<file path="src/rtl/painterengine_gpu_fill_source.sv">
// Pixel-stream source for one writer lane: arms the writer, generates a solid or
// gradient run of 32-bit pixels through a small FIFO, and reports done/error.
module painterengine_gpu_fill_source #(
  parameter int PARAM_CHANNEL    = 0,
  parameter int PARAM_FIFO_DEPTH = 4
) (
  input  logic         i_wire_clock,
  input  logic         i_wire_reset,
  input  logic         i_wire_start,
  input  logic [31:0]  i_wire_address,
  input  logic [31:0]  i_wire_length,
  input  logic [31:0]  i_wire_color,
  input  logic [31:0]  i_wire_step,
  output logic         o_wire_writer_resetn,
  output logic [3:0]   o_wire_router,
  output logic [127:0] o_wire_address,
  output logic [127:0] o_wire_length,
  output logic [127:0] o_wire_data,
  output logic [3:0]   o_wire_data_valid,
  input  logic [3:0]   i_wire_data_next,
  input  logic         i_wire_writer_done,
  input  logic         i_wire_writer_error,
  output logic         o_wire_busy,
  output logic         o_wire_done,
  output logic         o_wire_error
);
  localparam int AW = $clog2(PARAM_FIFO_DEPTH);
  localparam logic [AW:0] CNT_FULL = (AW+1)'(PARAM_FIFO_DEPTH);

  typedef enum logic [2:0] {S_IDLE, S_ARM, S_RUN, S_WAIT, S_DONE, S_ERROR} state_t;

  state_t        state_q, state_d;
  logic [31:0]   addr_q, addr_d, len_q, len_d, step_q, step_d, acc_q, acc_d;
  logic [31:0]   gen_q, gen_d, cons_q, cons_d;
  logic [AW-1:0] wr_ptr_q, wr_ptr_d, rd_ptr_q, rd_ptr_d;
  logic [AW:0]   cnt_q, cnt_d;
  logic [31:0]   mem [PARAM_FIFO_DEPTH];
  logic          push, pop;

  always_comb begin
    state_d  = state_q;
    addr_d   = addr_q;
    len_d    = len_q;
    step_d   = step_q;
    acc_d    = acc_q;
    gen_d    = gen_q;
    cons_d   = cons_q;
    wr_ptr_d = wr_ptr_q;
    rd_ptr_d = rd_ptr_q;
    cnt_d    = cnt_q;
    push     = 1'b0;
    pop      = 1'b0;
    case (state_q)
      S_IDLE, S_DONE, S_ERROR: begin
        if (i_wire_start) begin
          addr_d   = i_wire_address;
          len_d    = i_wire_length;
          step_d   = i_wire_step;
          acc_d    = i_wire_color;
          gen_d    = '0;
          cons_d   = '0;
          wr_ptr_d = '0;
          rd_ptr_d = '0;
          cnt_d    = '0;
          state_d  = (i_wire_address[1:0] != 2'b00 || i_wire_length == 32'd0) ? S_ERROR : S_ARM;
        end
      end
      S_ARM: state_d = S_RUN;
      S_RUN: begin
        // Error wins over any same-cycle push/pop so cons reflects only accepted words.
        if (i_wire_writer_error) begin
          state_d = S_ERROR;
        end else begin
          push = (gen_q < len_q) && (cnt_q != CNT_FULL);
          pop  = i_wire_data_next[PARAM_CHANNEL] && (cnt_q != '0);
          if (push) begin
            acc_d    = acc_q + step_q;
            gen_d    = gen_q + 32'd1;
            wr_ptr_d = wr_ptr_q + 1'b1;
          end
          if (pop) begin
            cons_d   = cons_q + 32'd1;
            rd_ptr_d = rd_ptr_q + 1'b1;
          end
          cnt_d = cnt_q + {{AW{1'b0}}, push} - {{AW{1'b0}}, pop};
          if (cons_d == len_q) state_d = S_WAIT;
        end
      end
      S_WAIT: begin
        if (i_wire_writer_error)     state_d = S_ERROR;
        else if (i_wire_writer_done) state_d = S_DONE;
      end
      default: state_d = S_IDLE;
    endcase
  end

  always_ff @(posedge i_wire_clock) begin
    if (i_wire_reset) begin
      state_q  <= S_IDLE;
      addr_q   <= '0;
      len_q    <= '0;
      step_q   <= '0;
      acc_q    <= '0;
      gen_q    <= '0;
      cons_q   <= '0;
      wr_ptr_q <= '0;
      rd_ptr_q <= '0;
      cnt_q    <= '0;
    end else begin
      state_q  <= state_d;
      addr_q   <= addr_d;
      len_q    <= len_d;
      step_q   <= step_d;
      acc_q    <= acc_d;
      gen_q    <= gen_d;
      cons_q   <= cons_d;
      wr_ptr_q <= wr_ptr_d;
      rd_ptr_q <= rd_ptr_d;
      cnt_q    <= cnt_d;
    end
  end

  always_ff @(posedge i_wire_clock) begin
    if (push) mem[wr_ptr_q] <= acc_q;
  end

  logic running, armed;
  assign running = (state_q == S_RUN) || (state_q == S_WAIT);
  assign armed   = running || (state_q == S_ARM);

  // Data is gated by occupancy so the bus reads zero after reset or once drained.
  always_comb begin
    o_wire_router     = '0;
    o_wire_address    = '0;
    o_wire_length     = '0;
    o_wire_data       = '0;
    o_wire_data_valid = '0;
    o_wire_router[PARAM_CHANNEL]            = armed;
    o_wire_address[PARAM_CHANNEL*32 +: 32]  = addr_q;
    o_wire_length[PARAM_CHANNEL*32 +: 32]   = len_q;
    o_wire_data[PARAM_CHANNEL*32 +: 32]     = (cnt_q != '0) ? mem[rd_ptr_q] : 32'd0;
    o_wire_data_valid[PARAM_CHANNEL]        = running && (cnt_q != '0);
  end

  assign o_wire_writer_resetn = running;
  assign o_wire_busy          = armed;
  assign o_wire_done          = (state_q == S_DONE);
  assign o_wire_error         = (state_q == S_ERROR);
endmodule

</file>
<file path="config.mk">
export PLATFORM = sky130hd
export DESIGN_NAME = painterengine_gpu_fill_source
export DESIGN_NICKNAME = d
export VERILOG_FILES = /design/src/rtl/painterengine_gpu_fill_source.sv
export SDC_FILE = /design/constraint.sdc
export NUM_CORES = 1
export LEC_CHECK = 0
export CAP_MARGIN = 20
export CORE_MARGIN = 2
export CORE_UTILIZATION = 35
export CTS_CLUSTER_DIAMETER = 50
export DETAILED_ROUTE_END_ITERATION = 16
export PLACE_DENSITY_LB_ADDON = 0.12
export SETUP_SLACK_MARGIN = 0.15
export SLEW_MARGIN = 20
export SYNTH_ARGS = -nofsm -noshare
export SYNTH_HDL_FRONTEND = slang
export SYNTH_SLANG_ARGS = --single-unit
</file>
<file path="constraint.sdc">
create_clock -name i_wire_clock -period 5.4 [get_ports i_wire_clock]
set_clock_uncertainty 0.15 [all_clocks]
set_input_delay 0.81 -clock i_wire_clock [delete_from_list [all_inputs] [get_ports i_wire_clock]]
set_output_delay 0.81 -clock i_wire_clock [all_outputs]
set_load 0.005 [all_outputs]
</file>
# [Yosys cells after proc, flatten, opt, wreduce, memory -nomap -nowiden]
# Memory sizes are Yosys's and may differ from the RTL's. A register that Yosys moved wholly into a read port is not among the register bits.
# Index checks and enable logic that the tools add are counted.
[op_classes] reduce_logical=17 mux=37 magnitude_cmp=1 eq_ne=13 add_sub_neg=7
[op_table] op="two-way mux 32 bit" count=11
[op_table] op="one-hot mux 32 bit (2 select lines)" count=3
[op_table] op="adder 32 x 1 -> 32 bit, second input constant" count=2
[op_table] op="adder 32 bit" count=1
[op_table] op="equality test 32 bit" count=1
[op_table] op="logical NOT 32 bit" count=1
[op_table] op="< comparator 32 bit" count=1
[op_table] op="two-way mux 3 bit" count=8
[op_table] op="two-way mux 2 bit" count=7
[op_table] op="one-hot mux 3 bit (4 select lines)" count=1
[op_table] op="inequality test 3 bit, second input constant" count=3
[op_table] op="inequality test 2 bit, second input constant" count=4
[op_table] op="one-hot mux 2 bit (2 select lines)" count=2
[op_table] op="AND reduction 4 bit" count=2
[op_table] op="equality test 3 x 2 -> 1 bit, second input constant" count=2
[op_table] op="equality test 3 bit, second input constant" count=2
[op_table] op="one-hot mux 3 bit (2 select lines)" count=1
[op_table] op="AND reduction 3 bit" count=2
[op_table] op="adder 2 x 1 -> 2 bit, second input constant" count=2
[op_table] op="two-way mux 1 bit" count=4
[op_table] op="nonzero test 2 bit" count=2
[op_table] op="adder 3 x 1 -> 3 bit" count=1
[op_table] op="equality test 3 x 1 -> 1 bit, second input constant" count=1
[op_table] op="logical AND 1 bit" count=3
[op_table] op="other kinds (6)" count=8
[word_totals] input_bits=137 register_bits=202 mem_count=1 mem_bits_rw=128 out_inout_bits=396 word_cells=86
[mem_list] name="mem" words=4 width=32 read_ports=1 rd_ports_with_merged_regs=1 wr=1 line="37" text="logic [31:0] mem [PARAM_FIFO_DEPTH];"

# [Logic depth before layout (Yosys ltp)]
# Gate-level depths: netlist (run 1).
[depth] depth_word=9 depth_mapped=18

# [Worst setup path before layout (run 1)]
# No wires, ideal clock.
[synth_path] kind="register to register" startpoint="register len_q[25]" endpoint="memory mem[0][0], enable pin" arrival_time_ns=3.285 t_required_ns=4.858 stages_incl_launch_ff=12 setup_slack_ns=1.572 path_cell_list="dfxtp_1 inv_1 ha_1 a21o_1 a21o_1 a2111o_1 a31oi_2 o2111ai_2 a21oi_1 buf_2 clkbuf_1 and3_1"
[synth_via] elab_chain_cells=6
[synth_rtl] item="from (decl)" line="33" text="logic [31:0] addr_q, addr_d, len_q, len_d, step_q, step_d, acc_q, acc_d;"
[synth_rtl] item="from (signal assigned)" line="112" text="len_q <= len_d;"
[synth_rtl] item="< comparator 32 bit" line="74" text="push = (gen_q < len_q) && (cnt_q != CNT_FULL);"
[synth_rtl] item="logical AND 1 bit" line="74"
[synth_rtl] item="two-way mux 1 bit" line="71" text="if (i_wire_writer_error) begin"
[synth_rtl] item="two-way mux 1 bit" line="53" text="case (state_q)"
[synth_rtl] item="two-way mux 1 bit" line="124" text="if (push) mem[wr_ptr_q] <= acc_q;"
[synth_rtl] item="two-way mux 1 bit (implied by the code)" line="124"
[synth_rtl] item="to (decl)" line="37"
# No other way between the ends.

# [Worst setup path after layout (run 1)]
[layout_path] startpoint="register len_q[25]" endpoint="register cnt_q[2]"
[layout_via] elab_chain_cells=6
[layout_rtl] item="< comparator 32 bit" line="74"
[layout_rtl] item="logical AND 1 bit" line="74"
[layout_rtl] item="adder 3 x 1 -> 3 bit" line="85" text="cnt_d = cnt_q + {{AW{1'b0}}, push} - {{AW{1'b0}}, pop};"
[layout_rtl] item="subtractor 3 x 1 -> 3 bit" line="85"
[layout_rtl] item="two-way mux 3 bit" line="71"
[layout_rtl] item="one-hot mux 3 bit (2 select lines)" line="53"
[layout_rtl] item="to (signal assigned)" line="119" text="cnt_q <= cnt_d;"
[layout_rtl] item="to (decl)" line="36" text="logic [AW:0] cnt_q, cnt_d;"
# No other way between the ends. The select of a mux whose other input is x is not followed.
# A chain may end at the register's enable or synchronous reset.

==> run metrics, run 1 <==
status finished clean; synthesized instance count 2081; EDFF count, synth 128; Max Fclk 222 MHz; worst hold slack 0.302 ns; start point of the worst hold path addr_q[1]; ANT nets after route 0; CTS Sinks 332; post-synthesis async set-or-reset flop share 0; Vias per Instance 4.85; fill count 5303; Hold Path Class reg -> reg; DRT Pass-1 Iters 5; clk_lat worst skew 0.59 ns; syn avg cell area 9.06 sq um; post-route insts no fill 3021; die area 55700 sq um; port bufs 235; post-synth top area cell dfxtp_1; origin of the critical flop-to-flop path len_q[25]; area of the core 53500 sq um; Layout Nets 2496; clock slew at the register clock pins of the worst setup and hold paths 0.06 ns; CTS Root Cell clkbuf_16; CTS hold repair buffers 0; R2R Path End cnt_q[2]; Setup CP Type reg -> reg; most common cell after layout, fill and taps aside nand2_1; CP peak stage delay 0.59 ns; cell family with most CP delay compound AO/OA/AOI/OAI gates; vias in the first global route 13613; setup repair bufs after CTS 0; First DRT Iteration DRCs 782; Critical Path Fanout Max 4; worst path arrival time 4.86 ns; CTS Buf Count 46; Max-slew headroom 0.426; initial antenna violation count 0; setup violators final 0; Area after DPL 20800 sq um; Max Slew Vio Count 0; Max-Cap Viols 0; Multi-input gate area 9230 sq um; Final Cycle Share 0.834; CTS H-Tree Depth 2; Fin. Hold Viols 0; largest net degree at the start of global routing 81; total wire length 52000 um; Initial Util 0.352; crit start category flop; Area growth syn-to-layout 19.0%; I/O pins 533; YS warnings 0; post-synth cell types 71; diode count 0; reg-to-reg slack, setup 0.90 ns; Reg area 7930 sq um; Total Power 7.59 mW; Bufs on Longest Clock Path 3; layout cells sized above 1 0.0658; first-pass GRT wire length 79000 um; RSZ-0062 raised after global routing no; #FFs+latches synth 332; die height 236 um; Worst EP required 5.76 ns; dpl hpwl 36800 um; global route overflow 0; share of the synthesized area in the top cell type 0.217; remaining routing DRC violations 0; sequential-to-total area share from yosys stat 0.421; WL/cell 17.2 um; Total GRT Usage 0.180; Worst VDD drop 0.236 mV; GPL Wtd Cong 0.846; Min-Delay Endpoint addr_q[1]; Slew @ Worst Pin 0.859 ns; most frequent cells in the layout nand2_1 (314), conb_1 (294), clkdlybuf4s50_1 (234); # resized after CTS 0; Sum Neg Setup Slack 0 ns; vias 14645; hold depth 2; largest cells by area after synthesis dfxtp_1 (22%), edfxtp_1 (20%), buf_4 (12%); Die X 236 um; r2r worst-path depth 18; final instance area 22400 sq um; CP Cell Sequence inv_1 > ha_1 > nand4_1 > nor4_1 > o31a_2 > o221ai_1 > o211a_1 > o21ai_0 > ha_1 > inv_1 > ha_1 > inv_1 > fa_1 > xnor2_1 > or3_1 > a21oi_1 > a21oi_1 > nor2_1; row count 85; power per cell area 339 nW/um^2; synthesized area 18800 sq um; CP Capture Type flop; TritonCTS clock tree done; Synth Flop Type dfxtp_1; Leak 8.65 nW; Buf/Inv on CP 3; Final Critical Period 4.50 ns; critical path's slowest cell nor4_1; Inst Count DP 2935
==> cell usage after synthesis, types with 38 or more instances <==
cell type / count
a21oi_1: 187
buf_4: 295
clkbuf_1: 72
dfxtp_1: 204
edfxtp_1: 128
ha_1: 70
inv_1: 60
nand2_1: 315
nor2_1: 148
nor2b_1: 42
nor3_1: 38
o21ai_0: 59
xnor2_1: 55
==> state kept, by name, summed over array words and instances, names as in the netlist, named ones only <==
name      flops
addr_q       32
wr_ptr_q      2
cons_q       32
len_q        32
step_q       32
cnt_q         3
rd_ptr_q      2
state_q       3
gen_q        32
mem         128
acc_q        32
==> per-stage QoR <==
step,utilization,setup WS [ns]
2_1_floorplan,-,1.57
6_report,0.419,0.899
5_1_grt,0.419,0.596
4_1_cts,0.419,0.896
3_3_place_gp,0.389,1.00
3_5_place_dp,0.389,0.961
==> routing by layer <==
| layer | GRT usage | part of all wire | up-vias |
|---|---|---|---|
| met5 | 0 | 0 | - |
| met4 | 0.0510 | 0.023 | 0 |
| met3 | 0.0370 | 0.057 | 75 |
| met2 | 0.305 | 0.49 | 432 |
| met1 | 0.233 | 0.43 | 7051 |
| li1 | - | - | 7087 |
==> area by class of cell <==
cell class,instances,share of cell area
inverter,60,0.0100
clock inverter,33,0.0179
sequential,332,0.354
tap,696,0.0388
clock buffer,53,0.0548
multi-input combinational,1591,0.412
timing repair buffer,256,0.113
==> worst reg2reg max path, delay by kind of cell, from the launching register on <==
family / cells / cell delay, ns
compound gates: 6 / 1.23
simple gates: 4 / 1.16
fa+ha+maj: 4 / 1.12
flops: 1 / 0.43
buf+inv: 3 / 0.19
xor+xnor: 1 / 0.15
==> kinds of logic after synthesis <==
| kind of cell | count (synthesis) | synth area share |
|---|---|---|
| other | 1 | 0.000199 |
| muxes | 38 | 0.0415 |
| buffers and inverters | 451 | 0.150 |
| xor gates and xnor gates | 89 | 0.0414 |
| and+or+nand+nor | 715 | 0.173 |
| DFF | 332 | 0.421 |
| AOI/OAI and AO/OA | 383 | 0.125 |
| adders and majority gates | 72 | 0.0486 |
==> power by group <==
group,internal [mW],total (mW),leakage [nW],switching [mW]
Clock,1.95,3.18,0.801,1.24
Sequential,2.80,2.99,2.84,0.190
Combinational,0.581,1.42,5.01,0.835
Total,5.33,7.59,8.65,2.26
==> worst max-delay path by stage <==
| stage | startpoint | to | slack [ns] | depth (start not counted) |
|---|---|---|---|---|
| 6_report | len_q[25] | cnt_q[2] | 0.90 | 18 |
| 5_1_grt | len_q[24] | cnt_q[2] | 0.60 | 18 |
| 4_1_cts | len_q[25] | cnt_q[2] | 0.90 | 18 |
| 3_5_place_dp | len_q[25] | cnt_q[2] | 0.96 | 18 |
| 3_3_place_gp | len_q[25] | cnt_q[2] | 1.00 | 18 |
| 2_1_floorplan | len_q[25] | mem[0][0] | 1.57 | 11 |
No activity file was read; power rests on OpenSTA's default activity.
==> run 2, diff against run 1 <==
==> constraint.sdc (replaced) <==
create_clock -name i_wire_clock -period 3.9 [get_ports i_wire_clock]
set_clock_uncertainty 0.15 [all_clocks]
set_input_delay 0.585 -clock i_wire_clock [delete_from_list [all_inputs] [get_ports i_wire_clock]]
set_output_delay 0.585 -clock i_wire_clock [all_outputs]
set_load 0.005 [all_outputs]
==> run metrics, run 2 (synthesis gave the netlist of run 1 again) <==
worst path arrival time 4.13 ns (was 4.86 ns); Fin. Hold Viols 0 (unchanged); largest net degree at the start of global routing 101 (was 81); area of the core 53500 sq um (unchanged); post-route insts no fill 3073 (was 3021); CTS Sinks 332 (unchanged); capture point of the critical path cnt_q[2] (unchanged); total wire length 53700 um (was 52000 um); ANT nets after route 0 (unchanged); Sum Neg Setup Slack 0 ns (unchanged); row count 85 (unchanged); most frequent cells in the layout nand2_1 (314), conb_1 (294), clkdlybuf4s50_1 (234) (unchanged); GPL Wtd Cong 0.923 (was 0.846); Total GRT Usage 0.186 (was 0.180); CP Capture Type flop (unchanged); Slew @ Worst Pin 0.775 ns (was 0.859 ns); RSZ-0062 raised after global routing yes (was no); start point of the worst hold path addr_q[24] (was addr_q[1]); Setup CP Type reg -> reg (unchanged); max FFs per register 128 (unchanged); crit path from len_q[15] (was len_q[25]); Max Slew Vio Count 0 (unchanged); Bufs on Longest Clock Path 3 (unchanged); TritonCTS clock tree done (unchanged); critical path's slowest cell dfxtp_1 (was nor4_1); reg-to-reg slack, setup 0.14 ns (was 0.90 ns); Initial Util 0.352 (unchanged); most common cell after layout, fill and taps aside nand2_1 (unchanged); Die X 236 um (unchanged); vias 14790 (was 14645); Max Fclk 266 MHz (was 222 MHz); global route overflow 0 (unchanged); die area 55700 sq um (unchanged); clock slew at the register clock pins of the worst setup and hold paths 0.06 ns (about the same); CTS Buf Count 46 (unchanged); diode count 0 (unchanged); Final Cycle Share 0.965 (was 0.834); Hold Path Class reg -> reg (unchanged); power per cell area 459 nW/um^2 (was 339 nW/um^2); clk_lat worst skew 0.58 ns (was 0.59 ns); Worst EP required 4.26 ns (was 5.76 ns); final worst slack 0.138 ns (was 0.899 ns); CP peak stage delay 0.41 ns (was 0.59 ns); Max-Cap Viols 0 (unchanged); first-pass GRT wire length 81100 um (was 79000 um); I/O pins 533 (unchanged); First DRT Iteration DRCs 801 (was 782); die height 236 um (unchanged); r2r worst-path depth 17 (was 18); Layout Nets 2550 (was 2496); initial antenna violation count 2 (was 0); Max-slew headroom 0.483 (was 0.426); origin of the critical flop-to-flop path len_q[15] (was len_q[25]); Top reg by flops mem (unchanged); Inst Count DP 2985 (was 2935); vias in the first global route 13900 (was 13613); Worst VDD drop 0.282 mV (was 0.236 mV); Critical Path Fanout Max 3 (was 4); dpl hpwl 38600 um (was 36800 um); Final Critical Period 3.76 ns (was 4.50 ns); port bufs 235 (unchanged); Leak 8.90 nW (was 8.65 nW); setup violators final 0 (unchanged); CTS Root Cell clkbuf_16 (unchanged); crit start category flop (unchanged); Total Power 10.5 mW (was 7.59 mW); Area growth syn-to-layout 21.8% (was 19.0%); fill count 5250 (was 5303); DRT Pass-1 Iters 5 (unchanged); CP Cell Sequence inv_1 > ha_1 > a211o_1 > a211oi_1 > o21a_1 > o211a_1 > o21ai_2 > ha_1 > inv_2 > ha_4 > inv_2 > fa_2 > xnor2_2 > or3_1 > a21oi_2 > a21oi_2 > nor2_1 (was inv_1 > ha_1 > nand4_1 > nor4_1 > o31a_2 > o221ai_1 > o211a_1 > o21ai_0 > ha_1 > inv_1 > ha_1 > inv_1 > fa_1 > xnor2_1 > or3_1 > a21oi_1 > a21oi_1 > nor2_1); status finished clean (unchanged); CTS hold repair buffers 0 (unchanged); layout cells sized above 1 0.0989 (was 0.0658); Post-Place Worst Slack -0.0116 ns (was 0.961 ns); Vias per Instance 4.81 (was 4.85); R2R Path End cnt_q[2] (unchanged); WL/cell 17.5 um (was 17.2 um); CTS H-Tree Depth 2 (unchanged); remaining routing DRC violations 0 (unchanged)
-- run 2: cell types whose count changed in the layout (fill, tap and decap cells not counted), sizes merged --
cell	delta
buf	+54
bufinv	-1
clkinv	-12
inv	+4
clkinvlp	+4
clkbuf	+3
-- run 2: critical path: cells and delay by family, from the launching register on --
family                     cells  cell delay [ns]
AOI/OAI and AO/OA              7             1.21
adders and majority gates      4             1.15
buffers and inverters          3             0.19
xor gates and xnor gates       1             0.15
DFF                            1             0.41
and+or+nand+nor                2             0.45
-- run 2: how the worst min path moves through the flow --
stage,endpoint,slack (ns),depth (start not counted)
finish,addr_q[24],0.30,2
global route,addr_q[24],0.32,2
CTS,addr_q[24],0.30,2
detailed placement,addr_q[24],0.30,2
global placement,addr_q[19],0.29,2
floorplan,step_q[0],0.29,2
-- run 2: stage by stage --
| stage | util | area [sq um] | hold WS [ns] |
|---|---|---|---|
| 2_1_floorplan | - | 20000 | 0.291 |
| 3_3_place_gp | 0.397 | 21200 | 0.292 |
| 3_5_place_dp | 0.397 | 21200 | 0.296 |
| 4_1_cts | 0.427 | 22800 | 0.304 |
| 5_1_grt | 0.429 | 22900 | 0.321 |
| 6_report | 0.429 | 22900 | 0.302 |
-- run 2: timing repair --
action	CTS	global route
buffers inserted	1	3
pin swaps	2	16
gates resized for setup	4	25
endpoints found under the setup margin	1	8
-- run 2: layout make-up --
type	count	area (sq um)	area share
Tap cell	696	871	0.0380
Multi-Input combinational cell	1591	9340	0.407
Clock buffer	56	1230	0.0535
Clock inverter	28	349	0.0152
Timing Repair Buffer	310	2990	0.130
Inverter	60	225	0.00982
Sequential cell	332	7940	0.346
-- run 2: report_power, final --
group / total (mW) / internal, mW / leakage [nW] / switching, mW
Combinational: 2.12 / 0.879 / 5.31 / 1.24
Clock: 4.32 / 2.62 / 0.754 / 1.70
Sequential: 4.10 / 3.88 / 2.84 / 0.219
Total: 10.5 / 7.38 / 8.90 / 3.16
-- run 2: per-layer routing --
| layer | track usage | part of all wire | vias up | wire (um) |
|---|---|---|---|---|
| met5 | 0 | 0.00034 | - | 18 |
| met4 | 0.0672 | 0.033 | 4 | 1760 |
| met3 | 0.0391 | 0.056 | 96 | 3020 |
| met2 | 0.305 | 0.47 | 410 | 25300 |
| met1 | 0.241 | 0.44 | 7078 | 23600 |
| li1 | - | - | 7202 | - |
